**src/rtl/riscv_defines.sv**
```systemverilog
// Shared fetch-path definitions: word width, canonical NOP, fetch FSM encoding
// and the FIFO entry layout pairing an instruction with its PC.
package riscv_defines;

    localparam int WORD_WIDTH = 32;

    localparam logic [WORD_WIDTH-1:0] NOP_INSTR = 32'h0000_0013;

    typedef logic [1:0] fetch_state_e;

    localparam fetch_state_e FS_BOOT  = 2'd0;
    localparam fetch_state_e FS_FETCH = 2'd1;
    localparam fetch_state_e FS_DRAIN = 2'd2;

    typedef struct packed {
        logic [WORD_WIDTH-1:0] instr;
        logic [WORD_WIDTH-1:0] pc;
    } fetch_entry_t;

endpackage

```
**src/rtl/fetch_fifo.sv**
```systemverilog
// In-order FIFO of fetched {instr, pc} entries. Flush wins over push/pop, and a
// push into a full FIFO is accepted only when the head is popped the same cycle.
module fetch_fifo
    import riscv_defines::*;
#(
    parameter int DEPTH = 2,
    parameter int CNT_W = $clog2(DEPTH + 1)
) (
    input  logic               clk_i,
    input  logic               rst_i,
    input  logic               push,
    input  fetch_entry_t       push_data,
    input  logic               pop,
    input  logic               flush,
    output fetch_entry_t       head,
    output logic [CNT_W-1:0]   count,
    output logic               empty,
    output logic               full
);

    localparam int PTR_W = $clog2(DEPTH);

    fetch_entry_t      mem [DEPTH];
    logic [PTR_W-1:0]  rd_ptr;
    logic [PTR_W-1:0]  wr_ptr;
    logic              do_push;
    logic              do_pop;

    assign empty   = (count == '0);
    assign full    = (count == CNT_W'(DEPTH));
    assign do_pop  = pop && !empty;
    assign do_push = push && (!full || do_pop);
    assign head    = mem[rd_ptr];

    // DEPTH is a power of two, so pointers wrap by plain overflow.
    always_ff @(posedge clk_i or posedge rst_i) begin
        if (rst_i) begin
            rd_ptr <= '0;
            wr_ptr <= '0;
            count  <= '0;
        end else if (flush) begin
            rd_ptr <= '0;
            wr_ptr <= '0;
            count  <= '0;
        end else begin
            if (do_push) begin
                wr_ptr <= wr_ptr + PTR_W'(1);
            end
            if (do_pop) begin
                rd_ptr <= rd_ptr + PTR_W'(1);
            end
            count <= count + CNT_W'(do_push) - CNT_W'(do_pop);
        end
    end

    always_ff @(posedge clk_i) begin
        if (do_push && !flush) begin
            mem[wr_ptr] <= push_data;
        end
    end

endmodule

```
**src/rtl/instr_prefetch_unit.sv**
```systemverilog
// Instruction fetch front end: credit-limited word requests, in-order response
// buffering with PCs, and redirect handling that discards stale responses.
module instr_prefetch_unit
    import riscv_defines::*;
#(
    parameter int                    DEPTH     = 2,
    parameter logic [WORD_WIDTH-1:0] BOOT_ADDR = 32'h0000_0080
) (
    input  logic                  clk_i,
    input  logic                  rst_i,
    output logic                  instr_req_o,
    output logic [WORD_WIDTH-1:0] instr_addr_o,
    input  logic                  instr_gnt_i,
    input  logic                  instr_rvalid_i,
    input  logic [WORD_WIDTH-1:0] instr_rdata_i,
    output logic [WORD_WIDTH-1:0] instruction_o,
    output logic [WORD_WIDTH-1:0] instr_pc_o,
    output logic                  instr_valid_o,
    output logic                  no_op_flag_o,
    input  logic                  instr_ready_i,
    input  logic                  branch_i,
    input  logic [WORD_WIDTH-1:0] branch_target_i
);

    localparam int CW = $clog2(DEPTH + 1);
    localparam int SW = CW + 1;

    fetch_state_e          state_q;
    fetch_state_e          state_d;
    logic [WORD_WIDTH-1:0] fetch_addr_q;
    logic [WORD_WIDTH-1:0] held_addr_q;
    logic [WORD_WIDTH-1:0] resp_pc_q;
    logic [WORD_WIDTH-1:0] target;
    logic [CW-1:0]         outstanding_q;
    logic [CW-1:0]         outstanding_d;
    logic [CW-1:0]         discard_q;
    logic [CW-1:0]         discard_d;
    logic [SW-1:0]         credit_sum;
    logic [CW-1:0]         fifo_count;
    logic                  fifo_empty;
    logic                  fifo_full;
    logic                  held_q;
    logic                  held_d;
    logic                  stale_held_q;
    logic                  stale_held_d;
    logic                  push;
    logic                  pop;
    logic                  gnt_ok;
    logic                  credit_ok;
    fetch_entry_t          head;
    fetch_entry_t          push_entry;

    assign target = branch_target_i & ~WORD_WIDTH'(3);
    assign pop    = !fifo_empty && instr_ready_i && !branch_i;

    // Counting this cycle's pop as a freed slot is what lets DEPTH=2 stream one
    // instruction per cycle against a zero-wait memory.
    assign credit_sum = SW'(fifo_count) - SW'(pop) + SW'(outstanding_q);
    assign credit_ok  = (credit_sum < SW'(DEPTH)) && !(fifo_full && !pop);

    assign instr_req_o  = held_q || ((state_q != FS_BOOT) && !branch_i && credit_ok);
    assign instr_addr_o = stale_held_q ? held_addr_q : fetch_addr_q;

    assign gnt_ok     = instr_req_o && instr_gnt_i;
    assign held_d     = instr_req_o && !instr_gnt_i;
    assign push       = instr_rvalid_i && (discard_q == '0) && !branch_i;
    assign push_entry = '{instr: instr_rdata_i, pc: resp_pc_q};

    // A held request that survives a redirect is already counted in discard,
    // so its eventual grant must not advance the new fetch stream.
    always_comb begin
        outstanding_d = outstanding_q + CW'(gnt_ok) - CW'(instr_rvalid_i);

        stale_held_d = stale_held_q;
        if (branch_i) begin
            stale_held_d = held_d;
        end else if (gnt_ok) begin
            stale_held_d = 1'b0;
        end

        discard_d = discard_q;
        if (branch_i) begin
            discard_d = outstanding_d + CW'(held_d);
        end else if (instr_rvalid_i && (discard_q != '0)) begin
            discard_d = discard_q - CW'(1);
        end

        state_d = state_q;
        if (branch_i) begin
            state_d = ((outstanding_d != '0) || held_d) ? FS_DRAIN : FS_FETCH;
        end else begin
            case (state_q)
                FS_BOOT:  state_d = FS_FETCH;
                FS_FETCH: state_d = FS_FETCH;
                FS_DRAIN: begin
                    if ((discard_d == '0) && !stale_held_d) begin
                        state_d = FS_FETCH;
                    end
                end
                default:  state_d = FS_BOOT;
            endcase
        end
    end

    always_ff @(posedge clk_i or posedge rst_i) begin
        if (rst_i) begin
            state_q       <= FS_BOOT;
            fetch_addr_q  <= BOOT_ADDR;
            held_addr_q   <= BOOT_ADDR;
            resp_pc_q     <= BOOT_ADDR;
            outstanding_q <= '0;
            discard_q     <= '0;
            held_q        <= 1'b0;
            stale_held_q  <= 1'b0;
        end else begin
            state_q       <= state_d;
            outstanding_q <= outstanding_d;
            discard_q     <= discard_d;
            held_q        <= held_d;
            stale_held_q  <= stale_held_d;
            if (held_d) begin
                held_addr_q <= instr_addr_o;
            end
            if (branch_i) begin
                fetch_addr_q <= target;
            end else if (gnt_ok && !stale_held_q) begin
                fetch_addr_q <= fetch_addr_q + WORD_WIDTH'(4);
            end
            if (branch_i) begin
                resp_pc_q <= target;
            end else if (push) begin
                resp_pc_q <= resp_pc_q + WORD_WIDTH'(4);
            end
        end
    end

    fetch_fifo #(
        .DEPTH (DEPTH),
        .CNT_W (CW)
    ) u_fifo (
        .clk_i     (clk_i),
        .rst_i     (rst_i),
        .push      (push),
        .push_data (push_entry),
        .pop       (pop),
        .flush     (branch_i),
        .head      (head),
        .count     (fifo_count),
        .empty     (fifo_empty),
        .full      (fifo_full)
    );

    // When empty, the PC output previews the next expected response address.
    assign instr_valid_o = !fifo_empty;
    assign no_op_flag_o  = fifo_empty;
    assign instruction_o = fifo_empty ? NOP_INSTR : head.instr;
    assign instr_pc_o    = fifo_empty ? resp_pc_q : head.pc;

endmodule
```
**config.mk**
```make
export PLATFORM = sky130hd
export DESIGN_NAME = instr_prefetch_unit
export DESIGN_NICKNAME = d
export VERILOG_FILES = /design/src/rtl/riscv_defines.sv /design/src/rtl/fetch_fifo.sv /design/src/rtl/instr_prefetch_unit.sv
export SDC_FILE = /design/constraint.sdc
export NUM_CORES = 1
export LEC_CHECK = 0
export CAP_MARGIN = 20
export CORE_UTILIZATION = 45
export DETAILED_ROUTE_END_ITERATION = 10
export GPL_TIMING_DRIVEN = 0
export PLACE_DENSITY_LB_ADDON = 0.05
export SYNTH_ARGS = -nofsm -noshare
export SYNTH_HDL_FRONTEND = slang
export SYNTH_SLANG_ARGS = --single-unit
export TNS_END_PERCENT = 1
```
**constraint.sdc**
```tcl
create_clock -name clk_i -period 10.2 [get_ports clk_i]
set_clock_uncertainty 0.05 [all_clocks]
set_input_delay 2.04 -clock clk_i [delete_from_list [all_inputs] [get_ports clk_i]]
set_output_delay 2.04 -clock clk_i [all_outputs]
set_load 0.02 [all_outputs]
```
==> impl_table.tex <==
\begin{tabular}{lr}
\hline
Metric & Value \\
\hline
\multicolumn{2}{l}{\textbf{Critical path}} \\
\quad Critical path cell sequence & clkdlybuf4s50\_1 > clkbuf\_1 > clkbuf\_1 > buf\_1 > nor2\_1 > ha\_1 > nand2b\_1 > fa\_1 > o21ai\_0 > o41a\_1 > buf\_6 > inv\_2 > buf\_2 > clkdlybuf4s50\_1 \\
\quad Startpoint of the most critical setup path & branch\_i \\
\quad Crit-path slowest cell & sky130\_fd\_sc\_hd\_\_clkdlybuf4s50\_1 \\
\quad Worst path top cell family by delay & buffers and inverters \\
\quad Max Fanout on Critical Path & 10 \\
\quad Required time reported for the critical path endpoint & 8.11 ns \\
\quad Buffers \& Inverters on Critical Path & 8 \\
\quad Endpoint type of the worst setup path & primary output \\
\quad Data arrival time of the critical path & 6.80 ns \\
\quad Cell depth of the worst flop-to-flop path & 21 \\
\quad Critical path class & in -> out \\
\quad Launch instance of the worst register-to-register path & u\_fifo.count[1]\$\_DFF\_PP0\_ \\
\quad Highest cell delay on the worst timing path & 0.65 ns \\
\quad Worst reg2reg endpoint & state\_q[1]\$\_DFFE\_PP0P\_ \\
\quad CP Capture Point & instr\_req\_o \\
\quad Startpoint class of the critical path & input pin \\
\quad Reg-to-reg slack, setup & 5.28 ns \\
\quad Number of cells on the critical path & 14 \\
\multicolumn{2}{l}{\textbf{Placement}} \\
\quad Routability-driven placement congestion ratio & 0.8495 \\
\quad DP HPWL & 17450 um \\
\quad Placed Instances & 1321 \\
\quad Number of port buffers & 164 \\
\quad Post-place setup slack & 1.300 ns \\
\quad Placement Cell Area & 12720 um\^{}2 \\
\multicolumn{2}{l}{\textbf{Clock tree}} \\
\quad CTS tree & yes \\
\quad Number of clock sinks & 228 \\
\quad \# hold bufs at CTS & 0 \\
\quad Insertion delay to the later sink of the worst-skew pair & 0.51 ns \\
\quad Total CTS buffers & 25 \\
\quad Post-CTS clock slew at the launch and capture registers of the worst setup and hold paths & 0.06 ns \\
\quad PostCTS Resize Cnt & 0 \\
\quad CTS H-Tree Depth & 1 \\
\quad Count of buffers added by post-CTS timing repair for setup & 0 \\
\quad Clock Root Buffer & sky130\_fd\_sc\_hd\_\_clkbuf\_16 \\
\quad CTS Buffer Depth & 3 \\
\multicolumn{2}{l}{\textbf{Drt}} \\
\quad Count of routing violations after the opening detailed-route iteration & 459 \\
\quad Via count & 7090 \\
\quad Post-detailed-route wirelength per cell & 18.13 um \\
\quad Count of antenna-violating nets left after detailed routing & 0 \\
\quad Detail-routed via count per cell & 5.190 \\
\quad Detailed Route WL & 24770 um \\
\quad Number of detailed-routing iterations run before antenna repair & 4 \\
\quad DRC & 0 \\
\multicolumn{2}{l}{\textbf{Floorplan}} \\
\quad Die extent in y & 155.4 um \\
\quad Number of standard-cell rows in the floorplan & 55 \\
\quad Full die area & 24150 um\^{}2 \\
\quad Standard cell core area & 22850 um\^{}2 \\
\quad Number of top-level pins & 169 \\
\quad Initial Utilization & 46.35\% \\
\quad Die width & 155.4 um \\
\multicolumn{2}{l}{\textbf{Logic synthesis}} \\
\quad Library cell with the largest summed area after synthesis & sky130\_fd\_sc\_hd\_\_edfxtp\_1 \\
\quad Library cells used by synthesis & 54 \\
\quad Post-Synthesis Cell Area & 10590 um\^{}2 \\
\quad Gate count of the mapped netlist & 834 \\
\quad Synth warnings & 0 \\
\quad Prevailing post-synth register cell & sky130\_fd\_sc\_hd\_\_edfxtp\_1 \\
\quad Register area share after synthesis & 59.78\% \\
\quad Number of enable-type register cells in the synthesized netlist & 124 \\
\quad Area fraction of the dominant cell type after synthesis & 35.16\% \\
\quad Synth async-reset ratio & 45.61\% \\
\quad Leading cell types by total area after synthesis & sky130\_fd\_sc\_hd\_\_edfxtp\_1, sky130\_fd\_sc\_hd\_\_dfrtp\_1, sky130\_fd\_sc\_hd\_\_mux2\_2 \\
\quad Post-synthesis area per instance & 12.70 um\^{}2 \\
\quad Count of state elements after synthesis & 228 \\
\multicolumn{2}{l}{\textbf{STA}} \\
\quad Crit share post-route & 87.14\% \\
\quad Peak Freq & 112.5 MHz \\
\quad Setup TNS Final & 0 ns \\
\quad Slew at the pin closest to its max-slew limit & 0.9773 ns \\
\quad Final count of negative-setup-slack endpoints & 0 \\
\quad Final Worst Setup Slack & 1.312 ns \\
\quad Post-route worst hold slack & 0.4307 ns \\
\quad Minimum clock period after layout & 8.888 ns \\
\quad Normalized max-slew margin & 34.24\% \\
\quad Endpoints failing hold & 0 \\
\quad Fin. max-slew vios & 0 \\
\quad Unrepaired setup endpoints after global routing & false \\
\multicolumn{2}{l}{\textbf{Cells and area}} \\
\quad Area of all sequential standard cells & 6330 um\^{}2 \\
\quad Nets & 1116 \\
\quad Fillers & 1963 \\
\quad Ant. Diodes & 0 \\
\quad Multi-input gate area & 3998 um\^{}2 \\
\quad Post-route insts no fill & 1366 \\
\quad Post-route core utilization & 58.82\% \\
\quad Final standard cell area without fillers & 13440 um\^{}2 \\
\quad Proportion of layout cells with a drive suffix above 1 & 12.82\% \\
\quad Growth of design area from synthesis to finish & 26.92\% \\
\multicolumn{2}{l}{\textbf{Global route}} \\
\quad Via count of the first global-routing pass & 7107 \\
\quad GRT Residual Overflow & 0 \\
\quad Overall track demand over capacity in global routing & 20.92\% \\
\quad First-pass GRT wire length & 39350 um \\
\quad Number of antenna violations at the first check in global routing & 0 \\
\quad Pin count of the biggest net entering global routing & 63 \\
\multicolumn{2}{l}{\textbf{Power}} \\
\quad Power per unit of standard cell area & 239.9 nW/um\^{}2 \\
\quad Leakage power figure & 4.873 nW \\
\quad Total design power & 3.225 mW \\
\quad Worst voltage drop across the vdd grid & 0.1536 mV \\
\multicolumn{2}{l}{\textbf{Flow run}} \\
\quad Number of max-capacitance violations reported & 0 \\
\multicolumn{2}{l}{\textbf{Worst hold path}} \\
\quad Kind of path behind the tightest hold check & reg -> reg \\
\multicolumn{2}{l}{\textbf{Outcome}} \\
\quad Status & complete, no violations \\
\hline
\end{tabular}
## logic make-up after synthesis
group	Yosys count	synth area share, %
simple gates	234	11.82
flops	228	59.78
other cells	1	0.03541
buf+inv	66	2.588
fa+ha+maj	11	1.371
compound gates	105	6.227
xor+xnor	54	4.608
mux	135	13.58
## per-layer routing
metal  wire (um)  global-route usage (%)  vias to the layer above
li1            -                       -                     3445
met1       11470                   28.67                     3424
met2       11430                   33.97                      186
met3        1364                   3.733                       35
met4         513                   6.303                        0
met5           0                       0                        -
## synthesized netlist by cell type (4+ instances only)
cell,number
sky130_fd_sc_hd__a21boi_0,22
sky130_fd_sc_hd__a21oi_1,18
sky130_fd_sc_hd__a31oi_1,4
sky130_fd_sc_hd__and2_1,9
sky130_fd_sc_hd__and3_1,8
sky130_fd_sc_hd__and4_1,11
sky130_fd_sc_hd__buf_1,12
sky130_fd_sc_hd__buf_2,6
sky130_fd_sc_hd__clkbuf_1,24
sky130_fd_sc_hd__dfrtp_1,101
sky130_fd_sc_hd__edfxtp_1,124
sky130_fd_sc_hd__ha_1,10
sky130_fd_sc_hd__inv_1,18
sky130_fd_sc_hd__mux2_2,69
sky130_fd_sc_hd__mux2i_1,66
sky130_fd_sc_hd__nand2_1,59
sky130_fd_sc_hd__nand2b_1,17
sky130_fd_sc_hd__nand3_1,17
sky130_fd_sc_hd__nand4_1,17
sky130_fd_sc_hd__nor2_1,44
sky130_fd_sc_hd__nor3_1,15
sky130_fd_sc_hd__nor4_1,17
sky130_fd_sc_hd__o21a_1,5
sky130_fd_sc_hd__o21ai_0,39
sky130_fd_sc_hd__o31a_1,8
sky130_fd_sc_hd__xnor2_1,38
sky130_fd_sc_hd__xor2_1,15
## where the power goes
group	internal, mW	switching [mW]
Sequential	1.12	0.0919
Clock	0.461	0.344
Combinational	0.568	0.636
## worst register-to-register path, cell delays in order (launching register included)
cell	delay (ns)
sky130_fd_sc_hd__dfrtp_1	0.37
sky130_fd_sc_hd__inv_1	0.11
sky130_fd_sc_hd__nand2_1	0.17
sky130_fd_sc_hd__nand2_1	0.17
sky130_fd_sc_hd__nor2_1	0.06
sky130_fd_sc_hd__ha_1	0.28
sky130_fd_sc_hd__nand2b_1	0.15
sky130_fd_sc_hd__fa_1	0.51
sky130_fd_sc_hd__o21ai_0	0.12
sky130_fd_sc_hd__o41a_1	0.45
sky130_fd_sc_hd__buf_6	0.18
sky130_fd_sc_hd__inv_2	0.13
sky130_fd_sc_hd__buf_2	0.26
sky130_fd_sc_hd__nand2_1	0.15
sky130_fd_sc_hd__ha_1	0.31
sky130_fd_sc_hd__inv_1	0.04
sky130_fd_sc_hd__ha_1	0.31
sky130_fd_sc_hd__ha_1	0.22
sky130_fd_sc_hd__xnor2_1	0.12
sky130_fd_sc_hd__a21boi_0	0.34
sky130_fd_sc_hd__nor3_1	0.10
sky130_fd_sc_hd__o31ai_1	0.21
## placed cells by master, fill, tap and decap left out, types with 15 or more instances in the layout
cell type and instances:
sky130_fd_sc_hd__nor3_1 15, sky130_fd_sc_hd__mux2_2 69, sky130_fd_sc_hd__mux2i_1 66, sky130_fd_sc_hd__clkbuf_16 25, sky130_fd_sc_hd__nor2_1 44, sky130_fd_sc_hd__nor4_1 16
sky130_fd_sc_hd__xor2_1 15, sky130_fd_sc_hd__clkbuf_1 38, sky130_fd_sc_hd__nand2_1 59, sky130_fd_sc_hd__a21oi_1 18, sky130_fd_sc_hd__inv_1 17, sky130_fd_sc_hd__xnor2_1 38
sky130_fd_sc_hd__edfxtp_1 124, sky130_fd_sc_hd__nand3_1 17, sky130_fd_sc_hd__nand4_1 17, sky130_fd_sc_hd__a21boi_0 22, sky130_fd_sc_hd__dfrtp_1 101, sky130_fd_sc_hd__clkdlybuf4s50_1 164
sky130_fd_sc_hd__o21ai_0 39, sky130_fd_sc_hd__nand2b_1 17
## cell type report
type / instances / area share, %
Sequential cell: 228 / 47.10
Multi-Input combinational cell: 541 / 29.75
Timing Repair Buffer: 173 / 12.87
Clock buffer: 40 / 5.149
Tap cell: 313 / 2.914
Buffer: 46 / 1.480
Inverter: 20 / 0.5772
Clock inverter: 5 / 0.1676
## flip-flops by register name (all words and copies together), names as in the netlist
register	count
state_q	2
discard_q	2
held_addr_q	32
resp_pc_q	30
u_fifo.wr_ptr	1
u_fifo.rd_ptr	1
fetch_addr_q	30
held_q	1
outstanding_q	2
u_fifo.mem	124
u_fifo.count	2
stale_held_q	1
## how the worst min path moves through the flow
| stage | cells after the start | endpoint | from |
|---|---|---|---|
| 6_report | 1 | held_addr_q[0]$_DFFE_PP0P_ | held_addr_q[0]$_DFFE_PP0P_ |
| 5_1_grt | 1 | held_addr_q[0]$_DFFE_PP0P_ | held_addr_q[0]$_DFFE_PP0P_ |
| 4_1_cts | 1 | state_q[1]$_DFFE_PP0P_ | state_q[0]$_DFFE_PP0P_ |
| 3_5_place_dp | 1 | state_q[1]$_DFFE_PP0P_ | state_q[0]$_DFFE_PP0P_ |
| 3_3_place_gp | 1 | held_addr_q[0]$_DFFE_PP0P_ | held_addr_q[0]$_DFFE_PP0P_ |
| 2_1_floorplan | 1 | held_addr_q[0]$_DFFE_PP0P_ | held_addr_q[0]$_DFFE_PP0P_ |
(Power assumes the default switching activity.)
==> variant 1 (same settings) <==
Make the reset (`rst_i`) synchronous in 2 clocked blocks.
--- a/src/rtl/fetch_fifo.sv
+++ b/src/rtl/fetch_fifo.sv
@@ -34,5 +34,5 @@
 
     // DEPTH is a power of two, so pointers wrap by plain overflow.
-    always_ff @(posedge clk_i or posedge rst_i) begin
+    always_ff @(posedge clk_i) begin
         if (rst_i) begin
             rd_ptr <= '0;
--- a/src/rtl/instr_prefetch_unit.sv
+++ b/src/rtl/instr_prefetch_unit.sv
@@ -103,5 +103,5 @@
     end
 
-    always_ff @(posedge clk_i or posedge rst_i) begin
+    always_ff @(posedge clk_i) begin
         if (rst_i) begin
             state_q       <= FS_BOOT;
Formal check against the unedited RTL: differs if rst_i is asserted again (counterexample within 4 cycles, from zero or initial values and one cycle with rst_i high); with rst_i held inactive, the same outputs for 4 cycles.
==> variant 1 against the unedited design <==
- synthesized cell count grew 16%
- hold slack got worse by 0.028 ns
- critical path depth is 1 lower
- cell count up 9.7%
- non-clock buffer count grew 10
- routed wire length increased by 10%
- cell area hardly changed
- sequential cell count up 1
- sequential share of layout area down 3.7 points
- area after synthesis is 0.92% lower
- setup slack worse by 0.17 ns
Power is not compared: it rests on default switching activity, and its combinational part moved more than twofold at a synthesized area within 25%.
==> variant 1: results (changes against the unedited design) <==
\begin{tabular}{lr}
\hline
Metric & Value \\
\hline
\multicolumn{2}{l}{\textbf{Outcome}} \\
Run status & completed \\
\multicolumn{2}{l}{\textbf{Final layout}} \\
Number of clock buffer instances in the layout & 28 (-30\%) \\
FFs \& Latches & 229 (+0.44\%) \\
Number of ordinary and repair buffers in the finished layout & 229 (+4.6\%) \\
Register share of the cell area & 43.4\% (-3.7 points) \\
\# fillers & 1989 (+1.3\%) \\
Multi-input comb cells & 663 (+23\%) \\
Clock buf/inv share & 6.23\% (+0.91 points) \\
\multicolumn{2}{l}{\textbf{Worst setup path}} \\
Data arrival time at the worst-slack endpoint & 6.96 ns (+0.16 ns) \\
End of the worst register-to-register path & state\_q[1]\$\_SDFFE\_PP0P\_ \\
Number of cells on the worst reg-to-reg path & 20 (-4.8\%) \\
Reg2Reg Setup Slack & 4.95 ns (-0.33 ns) \\
Origin of the critical flop-to-flop path & u\_fifo.count[1]\$\_SDFF\_PP0\_ \\
\multicolumn{2}{l}{\textbf{Detailed routing}} \\
Mean routed wirelength per cell & 18.2 µm (+0.24\%) \\
Amount of wire on met2 after detailed routing & 12.8 mm (+12\%) \\
Drt initial violations & 431 (-6.1\%) \\
Amount of wire on met3 after detailed routing & 1.53 mm (+12\%) \\
Length of the first detailed-routing pass in iterations & 5 (+1) \\
Total routed wire length on the met1 layer & 12.2 mm (+6.3\%) \\
\multicolumn{2}{l}{\textbf{GRT}} \\
Global routing met2 resource utilization & 37.9\% (+3.9 points) \\
Vias in the first global route & 7642 (+7.5\%) \\
\multicolumn{2}{l}{\textbf{Hold path}} \\
Number of cells on the worst hold path & 2 (+1) \\
Endpoint of the worst hold path & held\_addr\_q[13]\$\_SDFFE\_PP0P\_ \\
\multicolumn{2}{l}{\textbf{Synthesis}} \\
Cell types with the highest counts after synthesis & sky130\_fd\_sc\_hd\_\_nand2\_1 (135), sky130\_fd\_sc\_hd\_\_edfxtp\_1 (124), sky130\_fd\_sc\_hd\_\_dfxtp\_1 (105) \\
Portion of netlist area occupied by mux cells & 9.18\% (-4.4 points) \\
Compound-Gate Fraction of Synth Area & 10.7\% (+4.5 points) \\
\multicolumn{2}{l}{\textbf{Power and ir drop}} \\
Total power of the final layout & 2.46 mW \\
\multicolumn{2}{l}{\textbf{Placement}} \\
Post-Place Worst Slack & 1.11 ns (-0.191 ns) \\
Sum of net half-perimeters after detailed placement & 19.6 mm (+12\%) \\
\multicolumn{2}{l}{\textbf{Timing}} \\
Actual transition at the worst max-transition pin & 0.936 ns (-0.0410 ns) \\
\hline
\end{tabular}
variant 1: changes by cell type after synthesis, moves of 14 or more:
| cell | change |
|---|---|
| sky130_fd_sc_hd__dfrtp_1 | -101 |
| sky130_fd_sc_hd__a21oi_1 | +27 |
| sky130_fd_sc_hd__clkbuf_1 | +16 |
| sky130_fd_sc_hd__nor2_1 | +14 |
| sky130_fd_sc_hd__xnor2_1 | -20 |
| sky130_fd_sc_hd__nand2_1 | +76 |
| sky130_fd_sc_hd__mux2_2 | -43 |
| sky130_fd_sc_hd__xor2_1 | +18 |
| sky130_fd_sc_hd__dfxtp_1 | +105 |
variant 1: worst max-delay path by stage:
stage                                  end  slack (ns)  cells after the start
2_1_floorplan  u_fifo.mem[0][10]$_DFFE_PP_        0.88                      4
3_3_place_gp   u_fifo.mem[0][19]$_DFFE_PP_       -3.54                      5
3_5_place_dp                   instr_req_o        1.11                     13
4_1_cts                        instr_req_o        1.10                     13
5_1_grt                        instr_req_o        0.89                     13
6_report                       instr_req_o        1.15                     13
==> variant 2 (config.mk and constraints unchanged) <==
Without the edit above. `DEPTH` is set to 2 in 2 places; all go to 4. Comments in the files are not updated.
--- a/src/rtl/fetch_fifo.sv
+++ b/src/rtl/fetch_fifo.sv
@@ -4,5 +4,5 @@
     import riscv_defines::*;
 #(
-    parameter int DEPTH = 2,
+    parameter int DEPTH = 4,
     parameter int CNT_W = $clog2(DEPTH + 1)
 ) (
--- a/src/rtl/instr_prefetch_unit.sv
+++ b/src/rtl/instr_prefetch_unit.sv
@@ -4,5 +4,5 @@
     import riscv_defines::*;
 #(
-    parameter int                    DEPTH     = 2,
+    parameter int                    DEPTH     = 4,
     parameter logic [WORD_WIDTH-1:0] BOOT_ADDR = 32'h0000_0080
 ) (
Function: changed (Yosys sat finds a counterexample within 4 cycles, from zero or initial values and one cycle with rst_i high).
==> variant 2 against the unedited design <==
- power is 62% higher
- synthesized cell count grew 39%
- cell area up 48%
- setup slack lost 0.071 ns
- routed wire length is 63% higher
- first-iteration DRC count increased by 61%
- sequential cell count rose by 129
- area after synthesis grew 53%
- critical path type unchanged
- critical endpoint unchanged
==> variant 2: results (changes against the unedited design) <==
\begin{tabular}{lr}
\hline
Metric & Value \\
\hline
\multicolumn{2}{l}{\textbf{Detailed routing}} \\
Amount of wire on met3 after detailed routing & 2.22 mm (+63\%) \\
Routed via count divided by cell count & 5.64 (+8.7\%) \\
Total routed wire length on the met1 layer & 17.5 mm (+53\%) \\
Amount of wire on met2 after detailed routing & 19.4 mm (+69\%) \\
Drt initial violations & 737 (+61\%) \\
Length of the first detailed-routing pass in iterations & 5 (+1) \\
\multicolumn{2}{l}{\textbf{Placement}} \\
Post-Place Worst Slack & 1.34 ns (+0.0363 ns) \\
Placed standard-cell area & 18600 µm² (+46\%) \\
\multicolumn{2}{l}{\textbf{Synthesis}} \\
Post-synthesis adder-cell area fraction & 1.71\% (+0.34 points) \\
Cell types with the highest counts after synthesis & sky130\_fd\_sc\_hd\_\_edfxtp\_1 (248), sky130\_fd\_sc\_hd\_\_nand2\_1 (123), sky130\_fd\_sc\_hd\_\_dfrtp\_1 (106) \\
Average cell area after synthesis & 14.0 µm² (+10\%) \\
Share of synthesized registers carrying an async set or reset & 30.5\% (-15 points) \\
Portion of netlist area occupied by mux cells & 12.7\% (-0.91 points) \\
Compound-Gate Fraction of Synth Area & 6.21\% (-0.014 points) \\
\multicolumn{2}{l}{\textbf{Outcome}} \\
Run status & completed \\
\multicolumn{2}{l}{\textbf{Clocking}} \\
Worst skew pair latency & 0.55 ns (+0.04 ns) \\
CTS HTree Levels & 2 (+1) \\
Number of buffers inserted during clock tree synthesis & 41 (+64\%) \\
\multicolumn{2}{l}{\textbf{Worst setup path}} \\
Slowest CP cell & sky130\_fd\_sc\_hd\_\_nor4\_1 \\
\multicolumn{2}{l}{\textbf{GRT}} \\
Vias in the first global route & 10544 (+48\%) \\
Maximum number of pins on one net before global-route repair & 78 (+24\%) \\
\multicolumn{2}{l}{\textbf{Timing}} \\
Worst hold slack across all endpoints & 0.449 ns (+0.0182 ns) \\
Actual transition at the worst max-transition pin & 1.01 ns (+0.0287 ns) \\
Timing-limited maximum frequency & 112 MHz (-0.79\%) \\
\multicolumn{2}{l}{\textbf{Power and ir drop}} \\
VDD IR-drop max & 0.200 mV (+30\%) \\
Static Leakage & 7.07 nW (+45\%) \\
\multicolumn{2}{l}{\textbf{Final layout}} \\
Final cell count without fillers & 1863 (+36\%) \\
\multicolumn{2}{l}{\textbf{Hold path}} \\
Min-delay src & held\_addr\_q[15]\$\_DFFE\_PP0P\_ \\
\hline
\end{tabular}
-- variant 2: changes by cell type after synthesis, sizes merged, moves of 16 or more --
cell / unedited run / this run
edfxtp: 124 / 248
o21ai: 39 / 17
mux2i: 66 / 4
inv: 20 / 36
nand2: 59 / 123
nor2b: 3 / 34
mux4: 0 / 62
clkbuf: 24 / 51
-- variant 2: cell type report --
type                       instances  area (µm²)
tap                              461         577
multi-input combinational        695        5650
clock buffer                      50        1080
timing repair buffer             169        1780
inverter                          36         140
clock inverter                    24         267
buffer                            71         280
sequential                       357       10200
fill                            2943       15600
-- variant 2: worst max-delay path, delay by kind of cell --
family                   cells  cell delay, ns
AO/OA/AOI/OAI                1            0.37
adder cells (fa/ha/maj)      2            0.41
AND/OR/NAND/NOR              4            1.19
buffers and inverters        6            2.86
-- variant 2: power by group --
part	internal [mW]	switching (mW)	leakage, nW	total (mW)
clock network	0.884	0.587	0.646	1.47
logic	0.864	1.08	2.88	1.95
registers	1.70	0.110	3.55	1.81
